$ cat src/rtl/zxbus_io_responder.sv
// ZX-bus I/O responder: decodes its own port window on the asynchronous
// Z80 expansion bus, claims the cycle through the IORQGE daisy chain,
// serves reads through a req/ack handshake with internal logic and turns
// bus writes into single-cycle strobes.
module zxbus_io_responder #(
  parameter logic [7:0] PORT_LO    = 8'hAF,
  parameter int         IDX_BITS   = 2,
  parameter int         RD_TIMEOUT = 16
) (
  input  logic                clk,
  input  logic                rst_n,
  input  logic [15:0]         zx_a,
  input  logic [7:0]          zx_d_in,
  output logic [7:0]          zx_d_out,
  output logic                zx_d_oe,
  input  logic                zx_iorq_n,
  input  logic                zx_rd_n,
  input  logic                zx_wr_n,
  input  logic                zx_m1_n,
  input  logic                iorqge_in,
  output logic                iorqge_out,
  output logic                wr_stb,
  output logic [IDX_BITS-1:0] wr_idx,
  output logic [7:0]          wr_data,
  output logic                rd_req,
  output logic [IDX_BITS-1:0] rd_idx,
  input  logic [7:0]          rd_data,
  input  logic                rd_ack
);

  localparam int CNT_W = $clog2(RD_TIMEOUT + 1);
  localparam logic [CNT_W-1:0] CNT_LAST = CNT_W'(RD_TIMEOUT - 1);

  typedef enum logic [2:0] {
    IDLE,
    RD_WAIT,
    RD_DRIVE,
    WR_CAP,
    HOLD
  } state_t;

  state_t state, state_d;

  logic iorq_s1, iorq_s2;
  logic rd_s1, rd_s2;
  logic wr_s1, wr_s2;
  logic m1_s1, m1_s2;

  logic io_act, io_act_q, io_filt;
  logic hit;
  logic [IDX_BITS-1:0] bus_idx;

  logic [1:0] warm;
  logic lockout;

  logic claim, claim_d;
  logic rd_req_d;
  logic [7:0] d_out_d;
  logic wr_stb_d;
  logic [7:0] wr_data_d;
  logic [IDX_BITS-1:0] wr_idx_d, rd_idx_d;
  logic [CNT_W-1:0] rd_cnt, rd_cnt_d;
  logic wr_wait, wr_wait_d;

  // Address bits above the register index carry no meaning for this device.
  logic unused_addr_bits;
  assign unused_addr_bits = ^zx_a[15:8+IDX_BITS];

  // Two-flop synchronisers for the bus strobes; they rest at the inactive level.
  always_ff @(posedge clk) begin
    if (!rst_n) begin
      iorq_s1 <= 1'b1;
      iorq_s2 <= 1'b1;
      rd_s1   <= 1'b1;
      rd_s2   <= 1'b1;
      wr_s1   <= 1'b1;
      wr_s2   <= 1'b1;
      m1_s1   <= 1'b1;
      m1_s2   <= 1'b1;
    end else begin
      iorq_s1 <= zx_iorq_n;
      iorq_s2 <= iorq_s1;
      rd_s1   <= zx_rd_n;
      rd_s2   <= rd_s1;
      wr_s1   <= zx_wr_n;
      wr_s2   <= wr_s1;
      m1_s1   <= zx_m1_n;
      m1_s2   <= m1_s1;
    end
  end

  // An I/O access is IORQ low with RD or WR low, but never an interrupt acknowledge.
  assign io_act  = !iorq_s2 && m1_s2 && (!rd_s2 || !wr_s2);
  assign io_filt = io_act && io_act_q;

  // The address is already stable by the time the filtered access is seen.
  assign hit     = (zx_a[7:0] == PORT_LO);
  assign bus_idx = zx_a[8 +: IDX_BITS];

  // Glitch filter history and post-reset lockout. The synchronisers read as
  // idle straight after reset, so the lockout only trusts an IORQ-high
  // observation once real samples have propagated through both flops; this
  // keeps a bus cycle already in progress at reset from being claimed.
  always_ff @(posedge clk) begin
    if (!rst_n) begin
      io_act_q <= 1'b0;
      warm     <= 2'b00;
      lockout  <= 1'b1;
    end else begin
      io_act_q <= io_act;
      warm     <= {warm[0], 1'b1};
      if (warm[1] && iorq_s2) begin
        lockout <= 1'b0;
      end
    end
  end

  // State and registered outputs.
  always_ff @(posedge clk) begin
    if (!rst_n) begin
      state    <= IDLE;
      claim    <= 1'b0;
      rd_req   <= 1'b0;
      zx_d_out <= 8'hFF;
      wr_stb   <= 1'b0;
      wr_data  <= 8'h00;
      wr_idx   <= '0;
      rd_idx   <= '0;
      rd_cnt   <= '0;
      wr_wait  <= 1'b0;
    end else begin
      state    <= state_d;
      claim    <= claim_d;
      rd_req   <= rd_req_d;
      zx_d_out <= d_out_d;
      wr_stb   <= wr_stb_d;
      wr_data  <= wr_data_d;
      wr_idx   <= wr_idx_d;
      rd_idx   <= rd_idx_d;
      rd_cnt   <= rd_cnt_d;
      wr_wait  <= wr_wait_d;
    end
  end

  // Next-state and next-output logic for one bus access per IORQ cycle.
  always_comb begin
    state_d   = state;
    claim_d   = claim;
    rd_req_d  = rd_req;
    d_out_d   = zx_d_out;
    wr_stb_d  = 1'b0;
    wr_data_d = wr_data;
    wr_idx_d  = wr_idx;
    rd_idx_d  = rd_idx;
    rd_cnt_d  = rd_cnt;
    wr_wait_d = wr_wait;

    case (state)
      IDLE: begin
        rd_cnt_d  = '0;
        wr_wait_d = 1'b0;
        if (io_filt && !lockout) begin
          if (!hit) begin
            state_d = HOLD;
          end else if (!rd_s2) begin
            state_d  = RD_WAIT;
            claim_d  = 1'b1;
            rd_req_d = 1'b1;
            rd_idx_d = bus_idx;
          end else begin
            state_d  = WR_CAP;
            claim_d  = 1'b1;
            wr_idx_d = bus_idx;
          end
        end
      end

      RD_WAIT: begin
        if (iorq_s2) begin
          state_d  = IDLE;
          claim_d  = 1'b0;
          rd_req_d = 1'b0;
        end else if (rd_ack) begin
          d_out_d  = rd_data;
          rd_req_d = 1'b0;
          state_d  = RD_DRIVE;
        end else if (rd_cnt == CNT_LAST) begin
          d_out_d  = 8'hFF;
          rd_req_d = 1'b0;
          state_d  = RD_DRIVE;
        end else begin
          rd_cnt_d = rd_cnt + CNT_W'(1);
        end
      end

      RD_DRIVE: begin
        if (rd_s2) begin
          state_d = HOLD;
        end
      end

      WR_CAP: begin
        if (iorq_s2) begin
          state_d = IDLE;
          claim_d = 1'b0;
        end else if (wr_wait) begin
          wr_data_d = zx_d_in;
          wr_stb_d  = 1'b1;
          state_d   = HOLD;
        end else if (!wr_s2) begin
          wr_wait_d = 1'b1;
        end
      end

      HOLD: begin
        if (iorq_s2) begin
          claim_d = 1'b0;
          state_d = IDLE;
        end
      end

      default: begin
        state_d  = IDLE;
        claim_d  = 1'b0;
        rd_req_d = 1'b0;
      end
    endcase
  end

  // Data is driven only while the master holds RD low in the drive phase,
  // so the enable drops within two edges of RD rising.
  assign zx_d_oe = (state == RD_DRIVE) && !rd_s2;

  // Downstream claims pass straight through, independent of reset.
  assign iorqge_out = iorqge_in | claim;

endmodule

$ cat config.mk
export PLATFORM = sky130hd
export DESIGN_NAME = zxbus_io_responder
export DESIGN_NICKNAME = d
export VERILOG_FILES = /design/src/rtl/zxbus_io_responder.sv
export SDC_FILE = /design/constraint.sdc
export NUM_CORES = 1
export LEC_CHECK = 0
export ABC_AREA = 1
export CAP_MARGIN = 20
export CORE_ASPECT_RATIO = 1.5
export CORE_MARGIN = 2
export CORE_UTILIZATION = 25
export DETAILED_ROUTE_END_ITERATION = 10
export GPL_TIMING_DRIVEN = 0
export PLACE_DENSITY_LB_ADDON = 0.2
export SLEW_MARGIN = 20
export SYNTH_ARGS = -nofsm -noshare
export SYNTH_HDL_FRONTEND = slang
export SYNTH_SLANG_ARGS = --single-unit
$ cat constraint.sdc
create_clock -name clk -period 1.6 [get_ports clk]
set_input_delay 0.16 -clock clk [delete_from_list [all_inputs] [get_ports clk]]
set_output_delay 0.16 -clock clk [all_outputs]
set_load 0.1 [all_outputs]
==> results of run 1 <==
registers in the layout, summed over array words and instances (netlist names), 2 cells and up:
register / count
rd_cnt: 5
rd_idx: 2
state: 3
warm: 2
wr_data: 8
wr_idx: 2
zx_d_out: 8
stage by stage:
stage	power (mW)	area, um2	worst slack (ns)	setup TNS (ns)	instances
after floorplan	1.569	1794	0.1135	0	237
after global routing	2.590	2661	-0.008450	-0.01778	382
after detailed placement	1.756	2462	-0.6199	-2.233	372
after global placement	1.750	2462	-0.6286	-2.377	372
final	2.436	2661	0.08309	0	382
after CTS	2.450	2590	0.0007891	0	379
cell usage in the layout, fill, tap and decap left out, types with 5 or more instances in the layout:
cell	count
sky130_fd_sc_hd__a21oi_1	10
sky130_fd_sc_hd__clkbuf_8	5
sky130_fd_sc_hd__clkdlybuf4s15_2	23
sky130_fd_sc_hd__clkdlybuf4s50_1	33
sky130_fd_sc_hd__dfxtp_1	40
sky130_fd_sc_hd__inv_1	21
sky130_fd_sc_hd__nand2_1	39
sky130_fd_sc_hd__nand2_2	6
sky130_fd_sc_hd__nand3_1	9
sky130_fd_sc_hd__nor2_1	40
sky130_fd_sc_hd__nor2_2	5
sky130_fd_sc_hd__o21ai_0	14
sky130_fd_sc_hd__o22ai_1	8
sky130_fd_sc_hd__or2_2	9
repair_timing:
| item | 4_1_cts | 5_1_grt |
|---|---|---|
| gates resized for setup | 82 | 16 |
| pin swaps | 1 | 6 |
| setup buffers | 0 | 3 |
| hold buffers | 0 | 0 |
| setup endpoints to repair | 25 | 12 |
| hold endpoints to repair | 0 | 0 |
where the power goes:
group          switching (mW)  internal (mW)
logic                   0.361          0.215
registers              0.0408           1.14
clock network           0.382          0.296
worst max-delay path by stage:
stage                                       from               endpoint  slack, ns
after floorplan            state[2]$_SDFFE_PN0P_                zx_d_oe       0.11
after global placement     state[2]$_SDFFE_PN0P_                zx_d_oe      -0.63
after detailed placement   state[2]$_SDFFE_PN0P_                zx_d_oe      -0.62
after CTS                  state[2]$_SDFFE_PN0P_                zx_d_oe     0.0008
after global routing      rd_cnt[1]$_SDFFE_PN0P_  state[2]$_SDFFE_PN0P_     -0.008
final                         claim$_SDFFE_PN0P_             iorqge_out       0.08
layer usage:
layer	track usage	share of wire
met5	0	0
met4	0.03968	0.020
met3	0.02996	0.058
met2	0.2169	0.49
met1	0.1302	0.43
final cells by class:
type                            count  area, um2  share of cell area
Sequential cell                    44      890.9              0.3347
Multi-Input combinational cell    163      842.1              0.3164
Timing Repair Buffer               60      631.9              0.2374
Tap cell                           78      97.59             0.03667
Inverter                           25      96.34             0.03620
Clock buffer                        5      68.82             0.02586
Buffer                              5      21.27            0.007992
Clock inverter                      2      12.51            0.004701
kinds of logic after synthesis:
kind of cell	after synthesis
DFF	44
buffers and inverters	30
and+or+nand+nor	125
AOI/OAI and AO/OA	36
adders and majority gates	2
==> Flow_metrics.wiki, run 1 <==
{| class="wikitable"
! Metric !! Value
|-
| Fill cell count || 734
|-
| Global router's overall resource usage || 0.1191
|-
| Final design utilization || 0.3858
|-
| Simple-gate portion of the synthesized area || 0.3236
|-
| Number of cells traversed by the worst register-to-register path || 10
|-
| Crit Path Max Fanout || 2
|-
| Synthesized area per cell || approximately 7.6 um2
|-
| Max H-tree Level || 2
|-
| Via count || roughly 1700
|-
| Flop-to-flop setup slack || 0.08 ns
|-
| Average routed wire per standard cell || around 11 um
|-
| Leakage Power || about 1.0 nW
|-
| Number of sinks handled by clock tree synthesis || between 40 and 50
|-
| Netlist cell types || 28
|-
| Max_slew headroom || 0.6066
|-
| Antenna diodes || 0
|-
| Number of nets in the synthesized netlist || 279
|-
| Die area || between 7000 and 8000 um2
|-
| Fraction of the yosys area taken by sequential cells || 0.4909
|-
| Leading cell type by number of instances after synthesis || sky130_fd_sc_hd__dfxtp_1
|-
| Final weighted congestion of routability-driven global placement || between 0.7 and 0.8
|-
| Sum of buffers and inverters on the critical path || 1
|-
| Number of optimization iterations in the first detailed-route pass || 4
|-
| Number of antenna violations at the first check in global routing || 0
|-
| Number of hold violations in the final report || 0
|-
| Height of the chip || 107.8 um
|-
| Count of buffers inserted at the top-level ports || between 50 and 60
|-
| WHS || about 0.33 ns
|-
| Syn Inst Count || 237
|-
| Biggest area contributors in the synthesized netlist || sky130_fd_sc_hd__dfxtp_1 49%, sky130_fd_sc_hd__nor2_1 9.0%, sky130_fd_sc_hd__nand2_1 8.8%
|-
| Site row count || 37
|-
| Ys flop type || sky130_fd_sc_hd__dfxtp_1
|-
| Critical-path cell list || or2_2, clkdlybuf4s15_2
|-
| Worst supply voltage drop on vdd || 397.6 uV
|-
| Biggest area consumer among synthesized cells || sky130_fd_sc_hd__dfxtp_1
|-
| Share of the synthesized netlist area taken by xor and xnor gates || 0
|-
| HPWL after detailed placement || between 3000 and 4000 um
|-
| Max-capacitance violation count || 0
|-
| Final nets || roughly 350
|-
| Peak Freq || about 0.66 GHz
|-
| Area of the placeable core || ~7000 um2
|-
| Fraction of final layout cells with drive strength greater than 1 || 0.2434
|-
| Vias per cell || approximately 4.5
|-
| Cell area after synthesis || around 1800 um2
|-
| Setup-violating endpoint count in the final report || 0
|-
| Share of cell area taken by muxes after synthesis || 0
|-
| Via count of the first global-routing pass || around 1700
|-
| Adder-cell share of the synthesized area || 0.01395
|-
| Final period utilization || 0.9481
|-
| Largest net degree at the start of global routing || 14
|-
| Power per Cell Area || about 920 nW/um2
|-
| Peak per-stage delay on the critical path || ~0.46 ns
|-
| Yosys reg bits || 44
|-
| Kind of cell adding the most delay to the critical path || buffers and inverters
|-
| Worst path required time || roughly 1.4 ns
|-
| Number of routed nets with antenna violations || 0
|-
| Deepest clock path buffer count || 2
|-
| Number of clock buffers inserted by TritonCTS || 5
|-
| Post-synthesis compound-gate area fraction || 0.1074
|-
| Highest-delay cell along the critical path || sky130_fd_sc_hd__clkdlybuf4s15_2
|-
| Crit path capture type || output pin
|-
| Die Width || 73.17 um
|-
| Max-slew violation count || 0
|-
| Number of synthesized flops with an enable pin || 0
|-
| Top cell type's share of synthesized area || 0.4909
|-
| Main combinational cell family by area after synthesis || simple AND/OR/NAND/NOR gates
|-
| Global-route wire length before repair || about 7500 um
|-
| Boundary pin count || 64
|-
| Master cell of the clock root buffer || sky130_fd_sc_hd__clkbuf_8
|-
| Detailed-route wire length || between 4000 and 5000 um
|-
| Instance count on the critical path || 2
|-
| Critical Setup Path Class || reg2out
|-
| Share of synthesized flip-flops with an asynchronous set or reset || 0
|-
| TritonCTS clock tree || done
|-
| Starting utilization of the core area || 0.2601
|-
| Result of the run || finished clean
|-
| Yosys Warn Count || 0
|-
| Min-delay worst type || in2reg
|-
| Final clock skew || around 0.0044 ns
|-
| Layout Area Growth over Synthesis || 48.33%
|-
| Most used standard cells in the synthesized netlist || 44 x sky130_fd_sc_hd__dfxtp_1, 43 x sky130_fd_sc_hd__nor2_1, 42 x sky130_fd_sc_hd__nand2_1, 21 x sky130_fd_sc_hd__inv_1, 15 x sky130_fd_sc_hd__o21ai_0
|-
| Clk Latency, worst-skew pair || just under 0.3 ns
|-
| Gr ovfl total || 0
|-
| Remaining routing DRC violations || 0
|-
| Initial DRC Count || 61
|-
| WP data arrival || approximately 1.4 ns
|-
| Cell depth of the worst hold path || 1
|-
| Kind of start point of the critical path || register
|-
| Hold_sp || rst_n
|-
| End of the worst register-to-register path || state[2]$_SDFFE_PN0P_
|-
| Final Critical Period || between 1.5 and 2 ns
|-
| Slew at the pin with the worst max-slew slack || 0.5901 ns
|-
| Hold Path End || warm[0]$_DFF_P_
|-
| Startpoint of the lowest-slack register-to-register path || rd_cnt[1]$_SDFFE_PN0P_
|-
| Clock-pin slew of the registers on the worst-case setup and hold paths || ~0.080 ns
|}
No activity file was read; power rests on OpenSTA's default activity.
==> run 2, diff against run 1 <==
--- a/config.mk
+++ b/config.mk
@@ -10,6 +10,7 @@
 export CORE_ASPECT_RATIO = 1.5
 export CORE_MARGIN = 2
 export CORE_UTILIZATION = 25
+export CTS_CLUSTER_DIAMETER = 30
 export DETAILED_ROUTE_END_ITERATION = 10
 export GPL_TIMING_DRIVEN = 0
 export PLACE_DENSITY_LB_ADDON = 0.2
==> results of run 2 <==
Same layout as run 1: the final DEF is identical, and so are final timing and power.
==> run 3, diff against run 2 <==
--- a/config.mk
+++ b/config.mk
@@ -13,7 +13,6 @@
 export CTS_CLUSTER_DIAMETER = 30
 export DETAILED_ROUTE_END_ITERATION = 10
 export GPL_TIMING_DRIVEN = 0
-export PLACE_DENSITY_LB_ADDON = 0.2
 export SLEW_MARGIN = 20
 export SYNTH_ARGS = -nofsm -noshare
 export SYNTH_HDL_FRONTEND = slang
==> run 3 against run 2 <==
Cell area is 1.1% higher. Highest routed layer unchanged. Clock power rose by 32%. Worst setup slack lost 0.0084 ns. Critical endpoint unchanged.
==> Flow_metrics.wiki, run 3 (synthesis results as in run 1) <==
{| class="wikitable"
! Metric !! Value
|-
| Result of the run || finished clean
|-
| Leakage Power || 1.051 nW (+0.77%)
|-
| Master cell of the clock root buffer || sky130_fd_sc_hd__clkbuf_8
|-
| Final period utilization || 0.9533 (+0.005247)
|-
| Worst supply voltage drop on vdd || 548.2 uV (+38%)
|-
| Power per Cell Area || 995.7 nW/um2 (+8.8%)
|-
| Highest-count cells in the layout ignoring fill and taps || 41 x sky130_fd_sc_hd__nor2_1, 39 x sky130_fd_sc_hd__nand2_1, 39 x sky130_fd_sc_hd__dfxtp_1, 33 x sky130_fd_sc_hd__clkdlybuf4s50_1, 23 x sky130_fd_sc_hd__clkdlybuf4s15_2
|-
| Final weighted congestion of routability-driven global placement || 0.9054 (+14%)
|-
| Number of antenna violations at the first check in global routing || 0 (unchanged)
|-
| Vias per cell || 4.499 (-0.55%)
|-
| Count of buffers inserted at the top-level ports || 57 (unchanged)
|-
| Max-slew violation count || 0 (unchanged)
|-
| Max H-tree Level || 2 (unchanged)
|-
| Site row count || 37 (unchanged)
|-
| Detailed-route wire length || 4327 um (-1.4%)
|-
| Fraction of final layout cells with drive strength greater than 1 || 0.2574 (+0.01400)
|-
| Number of optimization iterations in the first detailed-route pass || 4 (unchanged)
|-
| Global router's overall resource usage || 0.1187 (-0.0003584)
|-
| Antenna diodes || 0 (unchanged)
|-
| Min-delay worst type || in2reg
|-
| End of the worst register-to-register path || state[2]$_SDFFE_PN0P_
|-
| TritonCTS clock tree || done
|-
| Average routed wire per standard cell || 11.36 um (-1.2%)
|-
| Number of hold violations in the final report || 0 (unchanged)
|-
| Deepest clock path buffer count || 2 (unchanged)
|-
| Number of sinks handled by clock tree synthesis || 44 (unchanged)
|-
| Global-route wire length before repair || 7396 um (-0.83%)
|-
| Gr ovfl total || 0 (unchanged)
|-
| Hold Path End || warm[0]$_DFF_P_
|-
| Via count || 1714 (-0.81%)
|-
| Max_slew headroom || 0.6135 (+0.006927)
|-
| Clock-pin slew of the registers on the worst-case setup and hold paths || 0.09 ns (about the same)
|-
| Peak Freq || 0.6556 GHz (-0.55%)
|-
| Die area || 7884 um2 (unchanged)
|-
| Boundary pin count || 64 (unchanged)
|-
| Flop-to-flop setup slack || 0.09 ns (about the same)
|-
| Final clock skew || 0.009048 ns (+0.004632 ns)
|-
| Setup repair after global routing missed its margin || yes
|-
| Area of the placeable core || 6898 um2 (unchanged)
|-
| Via count of the first global-routing pass || 1716 (-0.87%)
|-
| Clk Latency, worst-skew pair || 0.29 ns (about the same)
|-
| Setup-violating endpoint count in the final report || 0 (unchanged)
|-
| Layout Area Growth over Synthesis || 49.93%
|-
| Slew at the pin with the worst max-slew slack || 0.5797 ns (-0.01039 ns)
|-
| WP data arrival || 1.37 ns (about the same)
|-
| Die Width || 73.17 um (unchanged)
|-
| Hold_sp || rst_n
|-
| Final nets || 344 (-0.58%)
|-
| Crit Path Max Fanout || 2 (unchanged)
|-
| Height of the chip || 107.8 um (unchanged)
|-
| Remaining routing DRC violations || 0 (unchanged)
|-
| Number of hold-repair buffers added at the cts stage || 0 (unchanged)
|-
| Number of cells traversed by the worst register-to-register path || 10 (unchanged)
|-
| Leading cell type in the layout, fill and taps excluded || sky130_fd_sc_hd__nor2_1
|-
| HPWL after detailed placement || 3228 um (-1.3%)
|-
| Startpoint of the lowest-slack register-to-register path || rd_cnt[1]$_SDFFE_PN0P_
|-
| Max-capacitance violation count || 0 (unchanged)
|-
| Worst path required time || 1.44 ns (about the same)
|-
| Cell depth of the worst hold path || 1 (unchanged)
|-
| Initial DRC Count || 88 (+44%)
|-
| Largest net degree at the start of global routing || 15 (+1)
|-
| Post-route setup slack || 0.07469 ns (-0.008395 ns)
|-
| Kind of start point of the critical path || register
|-
| Number of routed nets with antenna violations || 0 (unchanged)
|-
| Critical Setup Path Class || reg2out
|-
| Largest regs || wr_data: 8 flops, zx_d_out: 8 flops, rd_cnt: 5 flops
|-
| Number of clock buffers inserted by TritonCTS || 5 (unchanged)
|-
| DP Worst Slack || -0.5999 ns (+0.01995 ns)
|-
| Final Total Pwr || 2.679 mW (+10%)
|-
| Starting utilization of the core area || 0.2601 (unchanged)
|-
| Final Critical Period || 1.525 ns (+0.008395 ns)
|-
| Crit path capture type || output pin
|}
run 3: worst max-delay path by stage:
stage	from	to	slack [ns]	cells past startpoint
floorplan	state[2]$_SDFFE_PN0P_	zx_d_oe	0.11	5
global placement	state[1]$_SDFFE_PN0P_	zx_d_oe	-0.59	5
detailed placement	state[1]$_SDFFE_PN0P_	zx_d_oe	-0.60	5
CTS	rd_cnt[1]$_SDFFE_PN0P_	state[2]$_SDFFE_PN0P_	0.02	10
global route	rd_cnt[1]$_SDFFE_PN0P_	state[2]$_SDFFE_PN0P_	-0.02	10
finish	claim$_SDFFE_PN0P_	iorqge_out	0.07	2
run 3: per-layer routing:
layer  routed length (um)  global-route usage  vias to the layer above  share of wire
met4                   71             0.05026                        0          0.016
met5                    0                   0                        -              0
met3                  260             0.03558                        6          0.060
met2                 2171              0.2021                       50           0.50
li1                     -                   -                      888              -
met1                 1823              0.1343                      770           0.42
run 3: final cells by class:
class                           instances  area (um2)
Multi-Input combinational cell        163       852.1
Buffer                                  5       21.27
Clock inverter                          2       38.79
Tap cell                               78       97.59
Fill cell                             709        4208
Clock buffer                            6       82.58
Sequential cell                        44       887.1
Timing Repair Buffer                   58       616.8
Inverter                               25       93.84
run 3: timing repair:
item                       CTS  global route
setup endpoints to repair   26            17
pin swaps                    0             8
gates resized for setup     82            17
setup buffers                0             1
run 3: stage by stage:
stage / hold WS [ns] / cells / util / TNS, ns / cell area, um2
finish: 0.3438 / 381 / 0.3900 / 0 / 2690
global route: 0.3345 / 381 / 0.3900 / -0.03356 / 2690
CTS: 0.3296 / 380 / 0.3809 / 0 / 2628
detailed placement: 0.3967 / 372 / 0.3570 / -1.922 / 2462
global placement: 0.3947 / 372 / 0.3570 / -1.619 / 2462
floorplan: 0.1877 / 237 / - / 0 / 1794
run 3: power by group:
group          internal [mW]  switching, mW  leakage, nW  total, mW
Sequential              1.15         0.0400        0.360       1.19
Clock                  0.511          0.385       0.0614      0.895
Combinational          0.226          0.371        0.630      0.597
Total                   1.88          0.796         1.05       2.68
run 3: worst max-delay path: stages (launching register included):
cell and delay [ns]:
sky130_fd_sc_hd__dfxtp_1 0.32, sky130_fd_sc_hd__or2_2 0.28, sky130_fd_sc_hd__clkdlybuf4s15_2 0.46
